<file path="src/rtl/store_buffer_pkg.sv">
// Shared data-memory access encodings and the store-buffer entry record.
// Entry layout, MSB first: {addr, data, type, pc}.
package store_buffer_pkg;

  localparam logic [2:0] dm_byte     = 3'b000;
  localparam logic [2:0] dm_halfword = 3'b001;
  localparam logic [2:0] dm_word     = 3'b010;

  localparam int SB_TYPE_W = 3;
  localparam int SB_PC_W   = 32;

  function automatic int sb_ent_w(input int aw, input int dw);
    return aw + dw + SB_TYPE_W + SB_PC_W;
  endfunction

  localparam int SB_ENT_W = sb_ent_w(32, 32);

  typedef logic [SB_ENT_W-1:0] sb_ent_t;

endpackage

</file>
<file path="src/rtl/sb_fifo.sv">
// Circular entry storage for the store buffer.
// Tracks head/tail pointers, occupancy and per-entry valid bits.
module sb_fifo #(
  parameter int DEPTH = 4,
  parameter int W     = 8,
  localparam int PW   = $clog2(DEPTH),
  localparam int CW   = PW + 1
) (
  input  logic                      clk,
  input  logic                      rst,
  input  logic                      push,
  input  logic [W-1:0]              din,
  input  logic                      pop,
  output logic [DEPTH-1:0][W-1:0]   ent,
  output logic [DEPTH-1:0]          vld,
  output logic [PW-1:0]             head,
  output logic [PW-1:0]             tail,
  output logic [CW-1:0]             count,
  output logic                      full,
  output logic                      empty
);

  logic [PW-1:0]    head_q;
  logic [PW-1:0]    tail_q;
  logic [CW-1:0]    count_q;
  logic [DEPTH-1:0] vld_q;

  always_ff @(posedge clk or posedge rst) begin
    if (rst) begin
      head_q  <= '0;
      tail_q  <= '0;
      count_q <= '0;
      vld_q   <= '0;
    end else begin
      if (push) begin
        vld_q[tail_q] <= 1'b1;
        tail_q        <= tail_q + PW'(1);
      end
      if (pop) begin
        vld_q[head_q] <= 1'b0;
        head_q        <= head_q + PW'(1);
      end
      count_q <= count_q + CW'(push) - CW'(pop);
    end
  end

  // Payload storage needs no reset; valid bits gate every use.
  always_ff @(posedge clk) begin
    if (push) begin
      ent[tail_q] <= din;
    end
  end

  assign vld   = vld_q;
  assign head  = head_q;
  assign tail  = tail_q;
  assign count = count_q;
  assign full  = (count_q == CW'(DEPTH));
  assign empty = (count_q == '0);

endmodule

</file>
<file path="src/rtl/store_buffer.sv">
// MEM-stage write-posting store buffer with load-conflict stalling.
// Optional SB_LD_FWD_EN: forward full-word hits to loads instead of stalling.
module store_buffer
  import store_buffer_pkg::*;
#(
  parameter int DEPTH = 4,
  parameter int AW    = 32,
  parameter int DW    = 32,
  localparam int PW   = $clog2(DEPTH),
  localparam int CW   = PW + 1
) (
  input  logic          clk,
  input  logic          rst,
  input  logic          st_valid,
  input  logic [AW-1:0] st_addr,
  input  logic [DW-1:0] st_data,
  input  logic [2:0]    st_type,
  input  logic [31:0]   st_pc,
  output logic          st_ready,
  input  logic          ld_valid,
  input  logic [AW-1:0] ld_addr,
  output logic          ld_stall,
`ifdef SB_LD_FWD_EN
  output logic          ld_fwd_hit,
  output logic [DW-1:0] ld_fwd_data,
`endif
  output logic          dm_wr,
  output logic [AW-1:0] dm_addr,
  output logic [DW-1:0] dm_din,
  output logic [2:0]    dm_type,
  output logic [31:0]   dm_pc,
  output logic          sb_empty,
  output logic [CW-1:0] sb_count
);

  localparam int EW    = sb_ent_w(AW, DW);
  localparam int PC_LO = 0;
  localparam int TY_LO = PC_LO + SB_PC_W;
  localparam int DA_LO = TY_LO + SB_TYPE_W;
  localparam int AD_LO = DA_LO + DW;

  logic [DEPTH-1:0][EW-1:0] ent;
  logic [DEPTH-1:0]         vld;
  logic [PW-1:0]            head;
  logic [PW-1:0]            tail;
  logic                     full;
  logic                     empty;
  logic                     push;
  logic                     pop;
  logic [EW-1:0]            din;
  logic [EW-1:0]            hd;
  logic [DEPTH-1:0]         match;
  logic                     fwd_hit;

  assign din  = {st_addr, st_data, st_type, st_pc};
  assign push = st_valid & st_ready;
  assign pop  = dm_wr;

  sb_fifo #(
    .DEPTH (DEPTH),
    .W     (EW)
  ) u_fifo (
    .clk   (clk),
    .rst   (rst),
    .push  (push),
    .din   (din),
    .pop   (pop),
    .ent   (ent),
    .vld   (vld),
    .head  (head),
    .tail  (tail),
    .count (sb_count),
    .full  (full),
    .empty (empty)
  );

  assign st_ready = ~full;
  assign sb_empty = empty;
  assign hd       = ent[head];

  // Word-granular CAM over index bits [11:2].
  always_comb begin
    match = '0;
    for (int i = 0; i < DEPTH; i++) begin
      match[i] = vld[i] & (ent[i][AD_LO+2 +: 10] == ld_addr[11:2]);
    end
  end

`ifdef SB_LD_FWD_EN
  logic [EW-1:0] yng;
  logic          found;
  logic [PW-1:0] idx;

  // Walk from the newest entry back to the oldest.
  always_comb begin
    yng   = '0;
    found = 1'b0;
    idx   = '0;
    for (int i = 0; i < DEPTH; i++) begin
      idx = tail - PW'(1) - PW'(i);
      if (!found && match[idx]) begin
        found = 1'b1;
        yng   = ent[idx];
      end
    end
  end

  assign fwd_hit = ld_valid & found
                 & (yng[TY_LO +: SB_TYPE_W] == dm_word)
                 & (yng[AD_LO+2 +: AW-2] == ld_addr[AW-1:2]);

  assign ld_fwd_hit  = fwd_hit;
  assign ld_fwd_data = fwd_hit ? yng[DA_LO +: DW] : '0;
`else
  logic sb_unused_tail;

  assign fwd_hit        = 1'b0;
  assign sb_unused_tail = ^tail;
`endif

  assign ld_stall = ld_valid & (|match) & ~fwd_hit;

  // A stalled load frees the bus, so draining always makes progress.
  assign dm_wr = ~empty & (~ld_valid | ld_stall);

  always_comb begin
    dm_addr = ld_addr;
    dm_din  = '0;
    dm_type = '0;
    dm_pc   = '0;
    unique case (1'b1)
      dm_wr: begin
        dm_addr = hd[AD_LO +: AW];
        dm_din  = hd[DA_LO +: DW];
        dm_type = hd[TY_LO +: SB_TYPE_W];
        dm_pc   = hd[PC_LO +: SB_PC_W];
      end
      default: begin
        dm_addr = ld_addr;
      end
    endcase
  end

endmodule

</file>
<file path="config.mk">
export PLATFORM = sky130hd
export DESIGN_NAME = store_buffer
export DESIGN_NICKNAME = d
export VERILOG_FILES = /design/src/rtl/store_buffer_pkg.sv /design/src/rtl/sb_fifo.sv /design/src/rtl/store_buffer.sv
export SDC_FILE = /design/constraint.sdc
export NUM_CORES = 1
export LEC_CHECK = 0
export BUFFER_PORTS_ARGS = -buffer_cell sky130_fd_sc_hd__buf_4
export CAP_MARGIN = 0
export CORE_ASPECT_RATIO = 0.7
export CORE_MARGIN = 8
export CORE_UTILIZATION = 54
export DETAILED_ROUTE_END_ITERATION = 10
export PLACE_DENSITY = 0.76
export SLEW_MARGIN = 10
export SYNTH_ARGS = -nofsm -noshare
export SYNTH_HDL_FRONTEND = slang
export SYNTH_HIERARCHICAL = 1
export SYNTH_SLANG_ARGS = --single-unit
</file>
<file path="constraint.sdc">
create_clock -name clk -period 5.71 [get_ports clk]
set_clock_uncertainty 0.05 [all_clocks]
set_input_delay 1.4275 -clock clk [delete_from_list [all_inputs] [get_ports clk]]
set_output_delay 1.4275 -clock clk [all_outputs]
set_load 0.01 [all_outputs]
</file>
* Yosys cells after proc, flatten, opt, wreduce, memory -nomap -nowiden
Cells that the tools add are included.
** Word-level totals
- Register bits :: 407
- Input bits :: 135
** Cells by class
- Add/subtract/negate cells :: 4
- Order comparisons :: 4
- Equal/unequal tests :: 5
- Mux-type cells :: 15
- Bitwise logic cells :: 14
- Reductions and logical operators :: 4
** Operator list (count)
- $bwmux 396 :: 1
- $bmux 99 s2 :: 1
- $demux 99 s2 :: 1
- $mux 99 :: 2
- $mux 32 :: 3
- $eq 10x10->1 :: 4
- $mux 4 :: 2
- $and 1x1->1 :: 7
- $lt 2x3->1 const B :: 2
- $add 2x1->2 const B :: 2
- $and 4x4->4 :: 1
- $demux 1 s2 :: 2
- $ge 2x1->1 const B :: 2
- $not 4->4 :: 1
- $or 4x4->4 :: 1
- $reduce_or 4->1 :: 1
- $add 3x1->3 :: 1
- $eq 3x3->1 const B :: 1
- $logic_not 3->1 :: 1
- $mux 3 :: 1
- $not 1->1 :: 3
- $sub 3x1->3 :: 1
- $logic_and 1x1->1 :: 2
- $mux 1 :: 2
- $or 1x1->1 :: 1

* Longest topological paths before layout
- Depth in word-level cells :: 8
- Gate-level depth with buffers :: 14

* By module
Netlist, hierarchy kept.
** By module, submodules not included
- sb_fifo :: instances 1, cells an instance 446, area an instance 12509.5 µm², sequential area each 12166.7 µm²
- store_buffer :: instances 1, cells an instance 303, area an instance 3842.4 µm², sequential area each 0.0 µm²

* Least setup slack after synthesis
OpenSTA, ideal clock, no wires.
- Kind :: input -> output
- From :: in ld_addr[7]
- To :: out dm_addr[0]
- Arrival :: 2.912 ns
- Required time :: 4.233 ns
- Path slack :: 1.320 ns
- Stages :: 8
- Cell sequence :: buf_2 -> xor2_1 -> nor4_1 -> nand4_1 -> o22ai_2 -> o31ai_4 -> buf_6 -> mux2_4
** Between the ends
- Longest elaborated chain between the ends :: 7
- Elaborated cells between the ends (all ways) :: 13
- Those cells by class :: 4 x eq/ne; 1 x mux; 7 x bitwise; 1 x reduce/logical
** RTL lines
- from (decl) :: RTL line store_buffer.sv:21 : input logic [AW-1:0] ld_addr,
- $eq 10x10->1 :: RTL line store_buffer.sv:85 : match[i] = vld[i] & (ent[i][AD_LO+2 +: 10] == ld_addr[11:2]);
- $and 1x1->1 :: RTL line store_buffer.sv:85
- $reduce_or 4->1 * :: RTL line store_buffer.sv:121 : assign ld_stall = ld_valid & (|match) & ~fwd_hit;
- $and 1x1->1 * :: RTL line store_buffer.sv:121
- $or 1x1->1 * :: RTL line store_buffer.sv:124 : assign dm_wr = ~empty & (~ld_valid | ld_stall);
- $and 1x1->1 * :: RTL line store_buffer.sv:124
- $mux 32 * :: RTL line store_buffer.sv:131 : unique case (1'b1)
- to (decl) :: RTL line store_buffer.sv:28 : output logic [AW-1:0] dm_addr,
Mark *: on every way between the ends. The rest lies on a longest branch, timed or not.

* Worst setup path in the final report
- From :: in ld_addr[2]
- To :: out dm_addr[23]
The elaborated chain is that of the path after synthesis.

==> results.md <==
Timing:
- Timing would allow up to 0.206 GHz.
- Setup repair after global routing left no endpoint under its margin.
- The headroom to the max-slew limit is 32.9%.
- The worst path uses 85.2% of the clock period.
- The transition time at the pin with the least slew margin is 1.01 ns.
- The least setup slack across all paths after layout is 0.848 ns.
- The number of slew-limit violations in the final report is 0.
- The worst path needs 4.86 ns of the cycle, external delays included.
- The setup total negative slack is 0 ns.
- Setup violations remaining at the end of the flow were counted as 0.
- The number of hold-slack violations in the final timing report is 0.

Power:
- Across the VDD grid, the largest voltage drop is 0.349 mV.
- The power density over the cells is 485 nW/um^2.
- Total power for the finished layout comes to 9600 uW.
- The analysis attributes to cell leakage a power of 0.00694 uW.

Cells and area:
- In the layout the commonest cells are edfxtp_1, buf_4, mux4_2.
- The library cell used most frequently in the layout, excluding fill and tap cells, is edfxtp_1.
- The fraction of final layout cells with drive strength greater than 1 is 43.1%.
- The finished cells cover 19,800 sq um.
- Relative to the synthesized area, the layout overhead comes to 21.0%.
- 0 antenna diodes ended up in the layout.
- The number of nets at the end of the flow is 1,146.

Placed design:
- Summing all placed instances gives a cell area of 18,600 sq um.
- The congestion estimate from routability-driven global placement came to 0.779.
- Input and output buffers added on the ports amount to 240.
- Before CTS, the worst setup slack after placement is 0.877 ns.
- Detailed placement ended at an HPWL of 21,400 microns.

Yosys:
- The flop and latch count out of synthesis is 407.
- Summing the sequential cell areas from Yosys gives 74.4% of the chip area.
- For this run, the leading register cell type out of synthesis is edfxtp_1.
- The synthesized net count is 895.
- The average cell area after synthesis is 21.8 sq um.
- Sorting the synthesized cells by area gives the leading types as edfxtp_1, mux4_2, mux2_4, nor2b_1, dfrtp_1.
- The synthesized design spends more area on one cell type than any other, namely edfxtp_1.
- The synthesized netlist occupies a cell area of 16,400 sq um.
- For this run, asynchronously set or reset flops after synthesis account for 2.70%.
- For this run, the number of Yosys warnings is 6.
- The synthesized instance count is 749.
- Counting flops with a built-in enable in the synthesized netlist gives 396.
- The synthesized design devotes to its leading area cell type 72.7% of total area.
- The number of distinct library cells after synthesis is 29.

Floorplan:
- After floorplanning, the core was divided into 53 placement rows.
- The area inside the core boundary is 29,900 sq um.
- The floorplan step defined a die boundary enclosing 36,200 sq um.
- In this run the vertical extent of the chip is 162 microns.
- The overall die width is 224 microns.
- The starting density of the core is 54.7%.
- In this run the count of I/O pins placed on the die edge is 241.

Clock tree:
- The clock latency at the later pin of the worst-skew pair is 0.53 ns.
- The number of sinks driven by the clock tree is 407.
- The number of H-tree levels is 2.
- The number of buffers between clock root and the deepest sink is 3.
- The count of buffers added by post-CTS timing repair for setup is 0.
- Clock-pin slew was measured on the worst setup and hold paths at 0.06 ns.
- The number of CTS-inserted buffers is 39.
- TritonCTS built the clock tree.
- Hold repair after CTS inserted 0 buffers.
- The cell at the root of the clock tree is clkbuf_16.
- Gates resized during post-CTS repair numbered 0.

Worst setup path:
- Data on the critical path arrives at its endpoint at 3.38 ns.
- Among all stages on the critical path, the largest delay is contributed by mux2_4.
- The worst setup path is captured at a primary output.
- The cell seen most often among critical-path stages is buf_4.
- For this run, the slowest stage of the critical path takes 0.37 ns.
- The setup path with the least slack is of type primary input to primary output.
- The worst setup path is launched from a primary input.
- The top fanout value on the critical path is 35.
- At the worst endpoint, the required time is 4.23 ns.
- Walking the worst path, the cells encountered are buf_4 > xor2_1 > nor4_1 > nand4_1 > o22ai_2 > o31ai_4 > buf_4 > mux2_4 > buf_4.

Outcome:
- The flow ran to the end, and the final reports show no timing, DRC or antenna violations.

Routing:
- The routed layout has 7,861 vias.
- The routed length per placed instance is 23.2 microns.
- The iteration-0 DRC count of the detailed router is 619.
- The first detailed-routing pass ran for 5 iterations.
- The post-route antenna net violation count is 0.
- The total wire length is 33,400 microns.
- In the routed design, unresolved DRC markers number 0.
- The via-per-instance ratio is 5.46.

Flow run:
- The max capacitance violation total is 0.

Global route:
- The via count of the first global-routing pass is 8,546.
- The number of antenna violations at the first check in global routing was 0.
- The total overflow left after global routing is 0.
- Entering global routing, the biggest net connects 61 pins.
- The first global-routing pass estimated 51,100 microns of wire.
- The total track usage is 18.3%.

Worst hold path:
- The path class of the tightest hold or removal check is flip-flop to flip-flop.
==> layer usage <==
metal | vias to the layer above | global-route usage, % | wire length [microns]
met4 | 0 | 3.88 | 348
met3 | 30 | 4.04 | 2050
met2 | 251 | 30.7 | 17000
met1 | 4064 | 24.8 | 14000
li1 | 3516 | - | -
met5 | - | 0 | 0
==> cells by family (layout without fill, tap and decap cells) <==
logic type | count (synthesis) | after routing | share of synthesized area (%)
fa+ha+maj | 11 | 11 | 0.888
buf+inv | 56 | 336 | 1.62
simple gates | 91 | 91 | 3.47
flops | 407 | 407 | 74.4
compound gates | 9 | 9 | 0.689
mux | 131 | 131 | 16.6
xor+xnor | 44 | 44 | 2.36
==> flip-flops by register name, summed over array words and instances (netlist names) <==
signal and flops:
u_fifo/count 3, u_fifo/ent 396, u_fifo/head 2, u_fifo/tail 2
u_fifo/vld 4
==> area by class of cell <==
type | instances | area, sq um
fillers | 1967 | 10100
multi-input cells | 286 | 3920
well taps | 412 | 515
clock buffers | 54 | 1050
inverters | 13 | 48.8
clock inverters | 16 | 92.6
repair buffers | 253 | 1970
flip-flops and latches | 407 | 12200
==> power breakdown <==
part           internal, uW  switching [uW]
clock                  1300            1040
combinational          1610            1410
sequential             3950             294
total                  6860            2740
==> path summary, 6_finish.rpt <==
check | start | to | slack [ns] | depth (start not counted)
hold reg to reg | u_fifo/tail[0] | u_fifo/tail[0] | 0.49 | 1
max in group asynchronous | rst | u_fifo/head[0] | 4.40 | 2
setup reg to reg | u_fifo/ent[267] | u_fifo/count[2] | 2.46 | 13
hold / removal | u_fifo/tail[0] | u_fifo/tail[0] | 0.49 | 1
setup / recovery | ld_addr[2] | dm_addr[23] | 0.85 | 9
min in group asynchronous | rst | u_fifo/count[1] | 0.86 | 2
==> critical path, delay by kind of cell <==
family	cells	cell delay [ns]
simple gates	2	0.49
buf+inv	3	0.59
compound gates	2	0.31
mux	1	0.37
xor+xnor	1	0.16
==> cells in the mapped netlist, types with 2 or more instances <==
library cell,instances
clkbuf_1,24
xor2_1,14
a2bb2oi_2,4
mux2_4,32
edfxtp_1,396
dfrtp_1,11
ha_1,10
mux4_2,99
nor2_1,2
nand2_1,2
buf_2,13
and2_4,4
nand4_1,8
xnor2_1,30
nor2b_1,68
buf_6,5
nor4_1,3
inv_1,13
==> stage by stage <==
step	hold slack (ns)	instances	utilization [%]
3_5_place_dp	0.472	1371	62.3
5_1_grt	0.513	1441	66.1
6_report	0.495	1441	66.1
2_1_floorplan	0.441	749	-
4_1_cts	0.484	1441	66.1
3_3_place_gp	0.478	1371	62.3
Note: power is estimated with default switching activity, not from simulation.
